<file path="config.mk">
export PLATFORM = sky130hd
export DESIGN_NAME = serial_nibble_feeder
export DESIGN_NICKNAME = d
export VERILOG_FILES = /design/src/rtl/serial_nibble_feeder.sv
export SDC_FILE = /design/constraint.sdc
export NUM_CORES = 1
export LEC_CHECK = 0
export ABC_AREA = 0
export BUFFER_PORTS_ARGS = -buffer_cell sky130_fd_sc_hd__buf_2
export CORE_MARGIN = 5
export CORE_UTILIZATION = 52
export CTS_BUF_LIST = sky130_fd_sc_hd__clkbuf_8
export CTS_CLUSTER_DIAMETER = 40
export DETAILED_ROUTE_END_ITERATION = 8
export MAX_ROUTING_LAYER = met4
export PLACE_DENSITY = 0.7
export SLEW_MARGIN = 5
export SYNTH_ARGS = -nofsm -noshare
export SYNTH_HDL_FRONTEND = slang
export SYNTH_SLANG_ARGS = --single-unit
</file>
<file path="constraint.sdc">
create_clock -name clk -period 2.1 [get_ports clk]
set_clock_uncertainty 0.05 [all_clocks]
set_input_delay 0.21 -clock clk [delete_from_list [all_inputs] [get_ports clk]]
set_output_delay 0.21 -clock clk [all_outputs]
set_load 0.05 [all_outputs]
</file>
<file path="src/rtl/serial_nibble_feeder.sv">
// Serializes a 4-bit word MSB first into a downstream shift register, one shift_en strobe per CLK_DIV clocks.
// Every output is registered; abort or reset cancels the frame without a frame_done pulse.
module serial_nibble_feeder #(
  parameter int unsigned CLK_DIV = 4
) (
  input  logic       clk,
  input  logic       resetn,
  input  logic [3:0] data_in,
  input  logic       load,
  input  logic       abort,
  output logic       ready,
  output logic       busy,
  output logic       sd,
  output logic       shift_en,
  output logic       frame_done
);

  typedef enum logic {IDLE = 1'b0, SHIFT = 1'b1} state_e;

  localparam logic [7:0] DIV_LAST = 8'(CLK_DIV - 1);

  generate
    if (CLK_DIV < 1 || CLK_DIV > 255) begin : g_bad_div
      $error("serial_nibble_feeder: CLK_DIV must be within 1..255");
    end
  endgenerate

  state_e     state_q, state_d;
  logic [3:0] word_q, word_d;
  logic [7:0] presc_q, presc_d;
  logic [1:0] bit_q, bit_d;
  logic       ready_q, ready_d;
  logic       busy_q, busy_d;
  logic       sd_q, sd_d;
  logic       shift_en_q, shift_en_d;
  logic       frame_done_q, frame_done_d;

  // Next-state values are computed one cycle ahead so every output can come straight from a flop.
  always_comb begin
    state_d      = state_q;
    word_d       = word_q;
    presc_d      = presc_q;
    bit_d        = bit_q;
    ready_d      = ready_q;
    busy_d       = busy_q;
    sd_d         = sd_q;
    shift_en_d   = 1'b0;
    frame_done_d = 1'b0;

    case (state_q)
      IDLE: begin
        if (load && ready_q && !abort) begin
          state_d    = SHIFT;
          word_d     = data_in;
          presc_d    = 8'd0;
          bit_d      = 2'd0;
          ready_d    = 1'b0;
          busy_d     = 1'b1;
          sd_d       = data_in[3];
          shift_en_d = (DIV_LAST == 8'd0);
        end
      end
      SHIFT: begin
        if (abort || (presc_q == DIV_LAST && bit_q == 2'd3)) begin
          // A strobe already on shift_en this cycle still completes; only the
          // natural end of the fourth bit period earns frame_done.
          state_d      = IDLE;
          presc_d      = 8'd0;
          bit_d        = 2'd0;
          ready_d      = 1'b1;
          busy_d       = 1'b0;
          sd_d         = 1'b0;
          frame_done_d = !abort;
        end else begin
          if (presc_q == DIV_LAST) begin
            presc_d = 8'd0;
            bit_d   = bit_q + 2'd1;
          end else begin
            presc_d = presc_q + 8'd1;
          end
          shift_en_d = (presc_d == DIV_LAST);
          sd_d       = word_q[~bit_d];
        end
      end
      default: begin
        state_d = IDLE;
        ready_d = 1'b1;
        busy_d  = 1'b0;
        sd_d    = 1'b0;
      end
    endcase
  end

  always_ff @(posedge clk or negedge resetn) begin
    if (!resetn) begin
      state_q      <= IDLE;
      word_q       <= 4'b0000;
      presc_q      <= 8'd0;
      bit_q        <= 2'd0;
      ready_q      <= 1'b1;
      busy_q       <= 1'b0;
      sd_q         <= 1'b0;
      shift_en_q   <= 1'b0;
      frame_done_q <= 1'b0;
    end else begin
      state_q      <= state_d;
      word_q       <= word_d;
      presc_q      <= presc_d;
      bit_q        <= bit_d;
      ready_q      <= ready_d;
      busy_q       <= busy_d;
      sd_q         <= sd_d;
      shift_en_q   <= shift_en_d;
      frame_done_q <= frame_done_d;
    end
  end

  assign ready      = ready_q;
  assign busy       = busy_q;
  assign sd         = sd_q;
  assign shift_en   = shift_en_q;
  assign frame_done = frame_done_q;

endmodule

</file>
==> results of run 1 <==
[final cells by class]
cell class | instances | share of cell area [%]
Multi-Input combinational cell | 72 | 42.9
Timing Repair Buffer | 15 | 6.70
Sequential cell | 20 | 39.5
Clock buffer | 3 | 3.25
Inverter | 9 | 2.66
Tap cell | 27 | 2.66
Clock inverter | 1 | 2.36
[cells by family after synthesis]
family                     count (synthesis)  share of synthesized area (%)
AOI/OAI and AO/OA                         27                           16.9
xor gates and xnor gates                   4                           3.16
adders and majority gates                  3                           3.38
DFF                                       20                           45.2
buffers and inverters                     14                           5.75
and+or+nand+nor                           31                           16.5
muxes                                      7                           9.13
[worst max-delay path, stage by stage, from the launching register on]
cell      delay (ps)
dfrtp_1          500
nor4_4           430
a31oi_2          220
a222oi_1         350
o41ai_1          120
[sequential cells by signal, indices dropped and copies added (netlist names)]
name        cells
state_q         1
busy            1
frame_done      1
ready           1
bit_q           2
shift_en        1
sd              1
presc_q         8
word_q          4
[layer usage]
layer | global-route usage, % | up-vias
met2 | 25.9 | 18
met5 | - | -
li1 | - | 419
met3 | 4.87 | 2
met4 | 5.08 | 0
met1 | 19.5 | 419
[power by group through the flow]
stage | combinational [uW] | clock, uW | sequential, uW
after CTS | 413 | 397 | 561
after floorplan | 217 | 0 | 644
after global routing | 445 | 411 | 578
after detailed placement | 410 | 0 | 568
final | 408 | 381 | 562
after global placement | 403 | 0 | 562
[worst min-delay path by stage]
stage / end / startpoint / slack, ps / cells past startpoint
2_1_floorplan: bit_q[0] / resetn / -140 / 0
3_3_place_gp: shift_en / resetn / 130 / 1
3_5_place_dp: presc_q[6] / resetn / 130 / 1
4_1_cts: word_q[1] / data_in[1] / 120 / 2
5_1_grt: word_q[0] / data_in[0] / 130 / 2
6_report: word_q[0] / data_in[0] / 130 / 2
[cells in the mapped netlist, types with 2 or more instances]
cell      n
inv_1     9
a31oi_1   2
nor4_1    2
mux2_2    5
a21oi_1   3
nor2b_1   2
nand2_1   8
dfrtp_1  19
o41ai_1   2
nand3_1   5
nor2_1    3
nand4_1   3
o21ai_0  10
ha_1      3
or3_1     2
xnor2_1   3
mux4_2    2
o31ai_1   2
buf_2     3
[stage by stage]
stage	util (%)	instances	hold slack, ps	worst slack (ps)	total power, uW
floorplan	-	106	-136	442	861
global placement	59.4	142	133	423	965
detailed placement	59.4	142	133	365	978
CTS	63.4	147	121	325	1370
global route	63.4	147	126	165	1430
finish	63.4	147	129	308	1350
[cells in the final DEF, fill, tap and decap left out, types with 3 or more instances in the layout]
| cell type | count |
|---|---|
| inv_1 | 9 |
| a21oi_1 | 3 |
| o21ai_0 | 10 |
| nor2_1 | 3 |
| nand2_1 | 8 |
| nand4_1 | 3 |
| nand3_1 | 5 |
| buf_2 | 12 |
| clkbuf_8 | 3 |
| dfrtp_1 | 19 |
| mux2_2 | 5 |
| xnor2_1 | 3 |
| ha_1 | 3 |
[repair_timing]
action,4_1_cts,5_1_grt
endpoints found under the hold margin,19,0
buffers inserted,0,0
hold buffers,1,0
==> reports/results.ini, run 1 <==
[status]
status = finished clean

[setup_path]
critPathLaunch = presc_q[3]
worst_setup_path_end_kind = flop
cp-endpoint = sd
crit_type = reg -> reg
r2r-end = sd
reg2reg_depth = 4
regToRegSetupSlack_ps = 310
crit_arrival_ps = 1880
r2r_start = presc_q[3]
cp-start-kind = flop
crit_fanout = 8
required_ps = 2180

[place]
hpwl_um = 1560
placed_area_um2 = 1190
port-buffer-count = 12
gp_congestion = 0.915

[floorplan]
die_y_um = 56.2
die_w_um = 56.2
pin_count = 13
initial_utilization_pct = 55.4
num_rows = 16
core_um2 = 2000
die_area_um2 = 3160

[power_and_ir_drop]
intPower_uw = 904
peakVddDrop_uv = 697
p_sw_share_pct = 33.1
pwr-share-clk_pct = 28.2
power.switching_uw = 448
powerDensity_nw_per_um2 = 1060
combPwrFrac_pct = 30.2
p_seq_share_pct = 41.6
leakage_uw = 0.000581

[detailed_routing]
drc = 0
route.met3.wl_um = 96
highest_layer = met4
wl_met2_um = 1110
viasPerCell = 5.84
wl_um = 2210
dr.pass1.iters = 4
vias = 858
drtAntennaViolNets = 0
routedWlPerCell_um = 15.0
drt_iter0_drc = 25
met1_length_um = 997

[sta]
tns_ps = 0
hold_viol_final = 0
maxSlewHeadroom_pct = 71.1
min_period_ps = 1790
finalCritPeriodShare_pct = 85.3
worst_pin_slew_ps = 434
drv_slew = 0
rsz0062_at_grt = no
fmax_ghz = 0.558
setup-violations-final = 0

[flow_run]
cap_violations = 0

[grt]
grt_pass1_wl_um = 3910
grt_pass1_vias = 854
grt_max_degree = 21
grt_overflow_total = 0
antenna_found_initial = 0
track_usage_pct = 16.1

[clock_tree]
ctsHtreeMaxLevel = 1
numClockSinks = 20
cts-resized-gates = 0
cts_tree = yes
cts_buffers = 3
clkTransAtPathRegs_ps = 80
cts_buffer_depth = 2
clk-insertion-delay-late_ps = 260
cts-root-buf = clkbuf_8

[logic_synthesis]
yosysTopAreaCell = dfrtp_1
synth_fp_nets = 117
ys_ff_latch = 20
synth-seq-area-share_pct = 45.2
async_flop_share_pct = 100
synth_top_area_share_pct = 42.8
yosys_warnings = 0
syn_inst = 106
avgSynthCellArea_um2 = 10.5
synth_edf_count = 0
synthFlopType = dfrtp_1
ys_top_cells_by_area = dfrtp_1, mux2_2, o21ai_0
yosysUniqueCellTypes = 37
synthesis.area_um2 = 1110

[layout]
syn2layout_area_growth_pct = 14.4
nets = 132
fin_area_um2 = 1270
drive_above_1_share_pct = 27.5
fillers = 179
regArea_um2 = 502
multiInputGateArea_um2 = 544
antennaDiodeCount = 0

[min_path]
min_path_type = in -> reg

(Power assumes the default switching activity.)
==> run 2: changes to the inputs <==
--- a/config.mk
+++ b/config.mk
@@ -7,9 +7,9 @@
 export LEC_CHECK = 0
 export ABC_AREA = 0
 export BUFFER_PORTS_ARGS = -buffer_cell sky130_fd_sc_hd__buf_2
-export CORE_MARGIN = 5
+export CORE_MARGIN = 10
 export CORE_UTILIZATION = 52
-export CTS_BUF_LIST = sky130_fd_sc_hd__clkbuf_8
+export CTS_BUF_LIST = sky130_fd_sc_hd__clkbuf_4
 export CTS_CLUSTER_DIAMETER = 40
 export DETAILED_ROUTE_END_ITERATION = 8
 export MAX_ROUTING_LAYER = met4
==> reports/results.ini, run 2 (synthesized netlist as in run 1, its figures left out) <==
[grt]
track_usage_pct = 11.7  ; -4.5 points
grt_pass1_wl_um = 4020  ; +3.0%
grt_max_degree = 21  ; unchanged
antenna_found_initial = 0  ; unchanged
grt_overflow_total = 0  ; unchanged
grt_pass1_vias = 881  ; +3.2%

[setup_path]
crit_arrival_ps = 1930  ; +50 ps
required_ps = 2220  ; +40 ps
worst_setup_path_end_kind = flop
r2r-end = sd
regToRegSetupSlack_ps = 290  ; -20 ps
r2r_start = presc_q[3]
reg2reg_depth = 4  ; unchanged
crit_fanout = 8  ; unchanged
cp-start-kind = flop
crit_type = reg -> reg

[power_and_ir_drop]
power.switching_uw = 439  ; -1.8%
peakVddDrop_uv = 823  ; +18%
p_sw_share_pct = 37.9  ; +4.8 points
p_seq_share_pct = 48.1  ; +6.5 points
combPwrFrac_pct = 35.7  ; +5.5 points
leakage_uw = 0.000561  ; -3.5%
p_total_uw = 1160  ; -14%
powerDensity_nw_per_um2 = 946  ; -11%
pwr-share-clk_pct = 16.2  ; -12 points
intPower_uw = 719  ; -20%

[detailed_routing]
drc = 0  ; unchanged
drt_iter0_drc = 33  ; +32%
wl_um = 2230  ; +1.2%
viasPerCell = 5.76  ; -1.4%
dr.pass1.iters = 4  ; unchanged
vias = 846  ; -1.4%
drtAntennaViolNets = 0  ; unchanged
routedWlPerCell_um = 15.2  ; +1.2%

[layout]
drive_above_1_share_pct = 26.7  ; -0.83 points
syn2layout_area_growth_pct = 10.4
layout_commonest_cell = dfrtp_1
reg_top3 = presc_q (8), word_q (4), bit_q (2)
largest_register_ffs = 8  ; unchanged
regMostFlops = presc_q
antennaDiodeCount = 0  ; unchanged
fillers = 165  ; -7.8%
fin_area_um2 = 1220  ; -3.5%
most-common-layout-cells = dfrtp_1, buf_2, o21ai_0
nets = 132  ; unchanged

[clock_tree]
cts_buffers = 3  ; unchanged
clkTransAtPathRegs_ps = 120  ; +40 ps
clk-insertion-delay-late_ps = 300  ; +40 ps
ctsHtreeMaxLevel = 1  ; unchanged
cts-root-buf = clkbuf_4
cts_buffer_depth = 2  ; unchanged
cts_tree = yes
numClockSinks = 20  ; unchanged
postCtsSetupBuffers = 0  ; unchanged

[sta]
worst_pin_slew_ps = 442  ; +8.28 ps
maxSlewHeadroom_pct = 70.5  ; -0.55 points
hold_viol_final = 0  ; unchanged
holdWs_ps = 81.2  ; -47.8 ps
finalWorstSetupSlack_ps = 289  ; -19.0 ps
setup-violations-final = 0  ; unchanged
fmax_ghz = 0.552  ; -1.0%
rsz0062_at_grt = no
finalCritPeriodShare_pct = 86.3  ; +0.91 points
min_period_ps = 1810  ; +19.0 ps
drv_slew = 0  ; unchanged
tns_ps = 0  ; unchanged

[place]
pre_cts_slack_ps = 355  ; -10.1 ps
gp_congestion = 0.891  ; -2.6%
placed_area_um2 = 1190  ; unchanged
port-buffer-count = 12  ; unchanged
hpwl_um = 1610  ; +2.7%

[min_path]
hp-start = data_in[2]
hold_end = word_q[2]
hold_depth = 2  ; unchanged
min_path_type = in -> reg

[status]
status = finished clean

[floorplan]
num_rows = 16  ; unchanged
core_um2 = 2000  ; unchanged
die_w_um = 66.2  ; +18%
die_area_um2 = 4380  ; +39%
initial_utilization_pct = 55.4  ; unchanged
die_y_um = 66.2  ; +18%
pin_count = 13  ; unchanged

[flow_run]
cap_violations = 0  ; unchanged

## run 2: cell count changes in the layout (fill, tap and decap cells not counted), sizes merged
| cell | previous run | this run |
|---|---|---|
| clkinv | 0 | 1 |
| bufinv | 1 | 0 |
## run 2: power groups by stage
| stage | Clock (uW) | Combinational [uW] | Sequential, uW |
|---|---|---|---|
| detailed placement | 0 | 413 | 567 |
| floorplan | 0 | 217 | 644 |
| finish | 187 | 414 | 558 |
| global route | 207 | 457 | 575 |
| global placement | 0 | 406 | 561 |
| CTS | 195 | 419 | 558 |
## run 2: area by class of cell
class	instances	area (um^2)	share of cell area, %
inverters	9	33.8	2.76
well taps	27	33.8	2.76
clock buffers	3	22.5	1.84
repair buffers	15	85.1	6.95
flip-flops and latches	20	502	41.0
multi-input cells	72	544	44.4
clock inverters	1	3.75	0.306
## run 2: timing repair
action | CTS | global route
endpoints found under the hold margin | 19 | 0
hold buffers | 1 | 0
setup endpoints to repair | 0 | 0
gates resized for setup | 0 | 0
## run 2: critical path: stages (launching register included)
cell and delay [ps]:
dfrtp_1 500, nor4_4 420, a31oi_2 220, a222oi_1 360
o41ai_1 130
## run 2: worst max-delay path by stage
| stage | start | endpoint | slack, ps | cells after the start |
|---|---|---|---|---|
| after global placement | presc_q[3] | sd | 410 | 4 |
| final | presc_q[3] | sd | 290 | 4 |
| after detailed placement | presc_q[3] | sd | 350 | 4 |
| after global routing | presc_q[3] | sd | 100 | 4 |
| after CTS | presc_q[3] | sd | 280 | 4 |
| after floorplan | ready | word_q[0] | 440 | 3 |
## run 2: stage by stage
step                utilization (%)  std cells
floorplan                         -        106
global placement               59.4        142
detailed placement             59.4        142
CTS                            61.2        147
global route                   61.2        147
finish                         61.2        147
## run 2: layer usage
metal	global-route usage, %	wire, um	vias to the layer above
li1	-	-	420
met1	14.6	1040	401
met2	18.2	1090	23
met3	2.88	101	2
met4	3.14	9	0
met5	-	0	-
==> run 3: changes to the inputs <==
--- a/config.mk
+++ b/config.mk
@@ -13,7 +13,7 @@
 export CTS_CLUSTER_DIAMETER = 40
 export DETAILED_ROUTE_END_ITERATION = 8
 export MAX_ROUTING_LAYER = met4
-export PLACE_DENSITY = 0.7
+export PLACE_DENSITY = 0.73
 export SLEW_MARGIN = 5
 export SYNTH_ARGS = -nofsm -noshare
 export SYNTH_HDL_FRONTEND = slang
==> constraint.sdc (replaced) <==
create_clock -name clk -period 1.5 [get_ports clk]
set_clock_uncertainty 0.05 [all_clocks]
set_input_delay 0.15 -clock clk [delete_from_list [all_inputs] [get_ports clk]]
set_output_delay 0.15 -clock clk [all_outputs]
set_load 0.05 [all_outputs]
==> reports/results.ini, run 3 (synthesized netlist as in run 1, its figures left out) <==
[setup_path]
cp-start-kind = flop
required_ps = 1630  ; -590 ps
worst_setup_path_end_kind = flop
crit_fanout = 4  ; -4
crit_arrival_ps = 1730  ; -200 ps
crit_type = reg -> reg

[sta]
min_period_ps = 1600  ; -206 ps
rsz0062_at_grt = yes
maxSlewHeadroom_pct = 57.9  ; -13 points
finalWorstSetupSlack_ps = -105  ; -394 ps
fmax_ghz = 0.623  ; +13%
drv_slew = 0  ; unchanged
hold_viol_final = 0  ; unchanged
setup-violations-final = 5  ; +5
tns_ps = -192  ; -192 ps
finalCritPeriodShare_pct = 107  ; +21 points
worst_pin_slew_ps = 630  ; +188 ps

[detailed_routing]
wl_um = 2770  ; +24%
drtAntennaViolNets = 0  ; unchanged
dr.pass1.iters = 4  ; unchanged
routedWlPerCell_um = 16.8  ; +10%
viasPerCell = 5.79  ; +0.57%
vias = 955  ; +13%
drc = 0  ; unchanged
drt_iter0_drc = 69  ; +110%

[min_path]
min_path_type = in -> reg

[floorplan]
die_y_um = 66.2  ; unchanged
pin_count = 13  ; unchanged
initial_utilization_pct = 55.4  ; unchanged
num_rows = 16  ; unchanged
die_w_um = 66.2  ; unchanged
die_area_um2 = 4380  ; unchanged
core_um2 = 2000  ; unchanged

[layout]
fillers = 148  ; -10%
regMostFlops = presc_q
reg_top3 = presc_q (8), word_q (4), bit_q (2)
most-common-layout-cells = dfrtp_1, buf_4, buf_2
largest_register_ffs = 8  ; unchanged
drive_above_1_share_pct = 47.1  ; +20 points
nets = 150  ; +14%
multiInputGateArea_um2 = 638  ; +17%
syn2layout_area_growth_pct = 33.9
regArea_um2 = 508  ; +1.2%
antennaDiodeCount = 0  ; unchanged
layout_commonest_cell = dfrtp_1

[clock_tree]
numClockSinks = 20  ; unchanged
cts_buffers = 3  ; unchanged
cts-root-buf = clkbuf_4
cts_tree = yes
cts_buffer_depth = 2  ; unchanged
clk-insertion-delay-late_ps = 300  ; about the same
clkTransAtPathRegs_ps = 120  ; about the same
ctsHtreeMaxLevel = 1  ; unchanged

[grt]
track_usage_pct = 13.7  ; +2.1 points
grt_max_degree = 21  ; unchanged
grt_pass1_vias = 1048  ; +19%
grt_overflow_total = 0  ; unchanged
antenna_found_initial = 0  ; unchanged
grt_pass1_wl_um = 4720  ; +17%

[flow_run]
cap_violations = 0  ; unchanged

[status]
status = finished with violations
violations = setup timing

[place]
port-buffer-count = 12  ; unchanged
hpwl_um = 1960  ; +22%
pre_cts_slack_ps = -148  ; -503 ps
gp_congestion = 0.911  ; +2.3%

[power_and_ir_drop]
leakage_uw = 0.000673  ; +20%
powerDensity_nw_per_um2 = 1280  ; +36%
peakVddDrop_uv = 913  ; +11%

## run 3: path summary, 6_finish.rpt
kind	endpoint	depth (start not counted)	slack, ps	startpoint
setup / recovery	sd	5	-100	presc_q[5]
hold / removal	word_q[0]	2	30	data_in[0]
setup reg to reg	sd	5	-100	presc_q[5]
hold reg to reg	busy	1	460	busy
max in group asynchronous	ready	2	790	resetn
min in group asynchronous	presc_q[0]	2	260	resetn
## run 3: worst max-delay path, stage by stage (launching register included)
cell and delay [ps]:
dfrtp_2 440, nor4_4 260, buf_4 180, a31oi_4 110
a222oi_1 300, o41ai_1 140
## run 3: layout make-up
cell class / count / area share, %
clock buffer: 3 / 1.52
clock inverter: 1 / 0.253
inverter: 9 / 2.27
multi-input combinational: 72 / 42.9
sequential: 20 / 34.2
tap: 27 / 2.27
timing repair buffer: 33 / 16.6
## run 3: power breakdown
part	switching, uW	internal, uW
Sequential	115	676
Combinational	443	409
Clock	165	96.8
## run 3: what timing repair did
action | CTS | global route
hold endpoints to repair | 19 | 0
resized for setup | 10 | 24
hold buffers | 1 | 0
endpoints found under the setup margin | 12 | 17
buffers inserted | 3 | 3
pin swaps | 4 | 4
## run 3: metal layers
metal,wire length (um),vias up,GRT usage (%)
met2,1480,27,23.8
met4,18,0,4.71
met3,160,4,3.56
met1,1110,467,14.7
met5,0,-,-
li1,-,457,-
## run 3: stage by stage
| stage | total power [uW] | util, % | cells | instance area [um^2] | hold slack, ps |
|---|---|---|---|---|---|
| after floorplan | 1240 | - | 106 | 1130 | -196 |
| after global placement | 1460 | 64.8 | 154 | 1300 | 67.7 |
| after CTS | 1800 | 69.8 | 162 | 1400 | 27.7 |
| after detailed placement | 1490 | 64.8 | 154 | 1300 | 75.1 |
| final | 1910 | 74.3 | 165 | 1490 | 26.3 |
| after global routing | 2020 | 74.3 | 165 | 1490 | 26.9 |
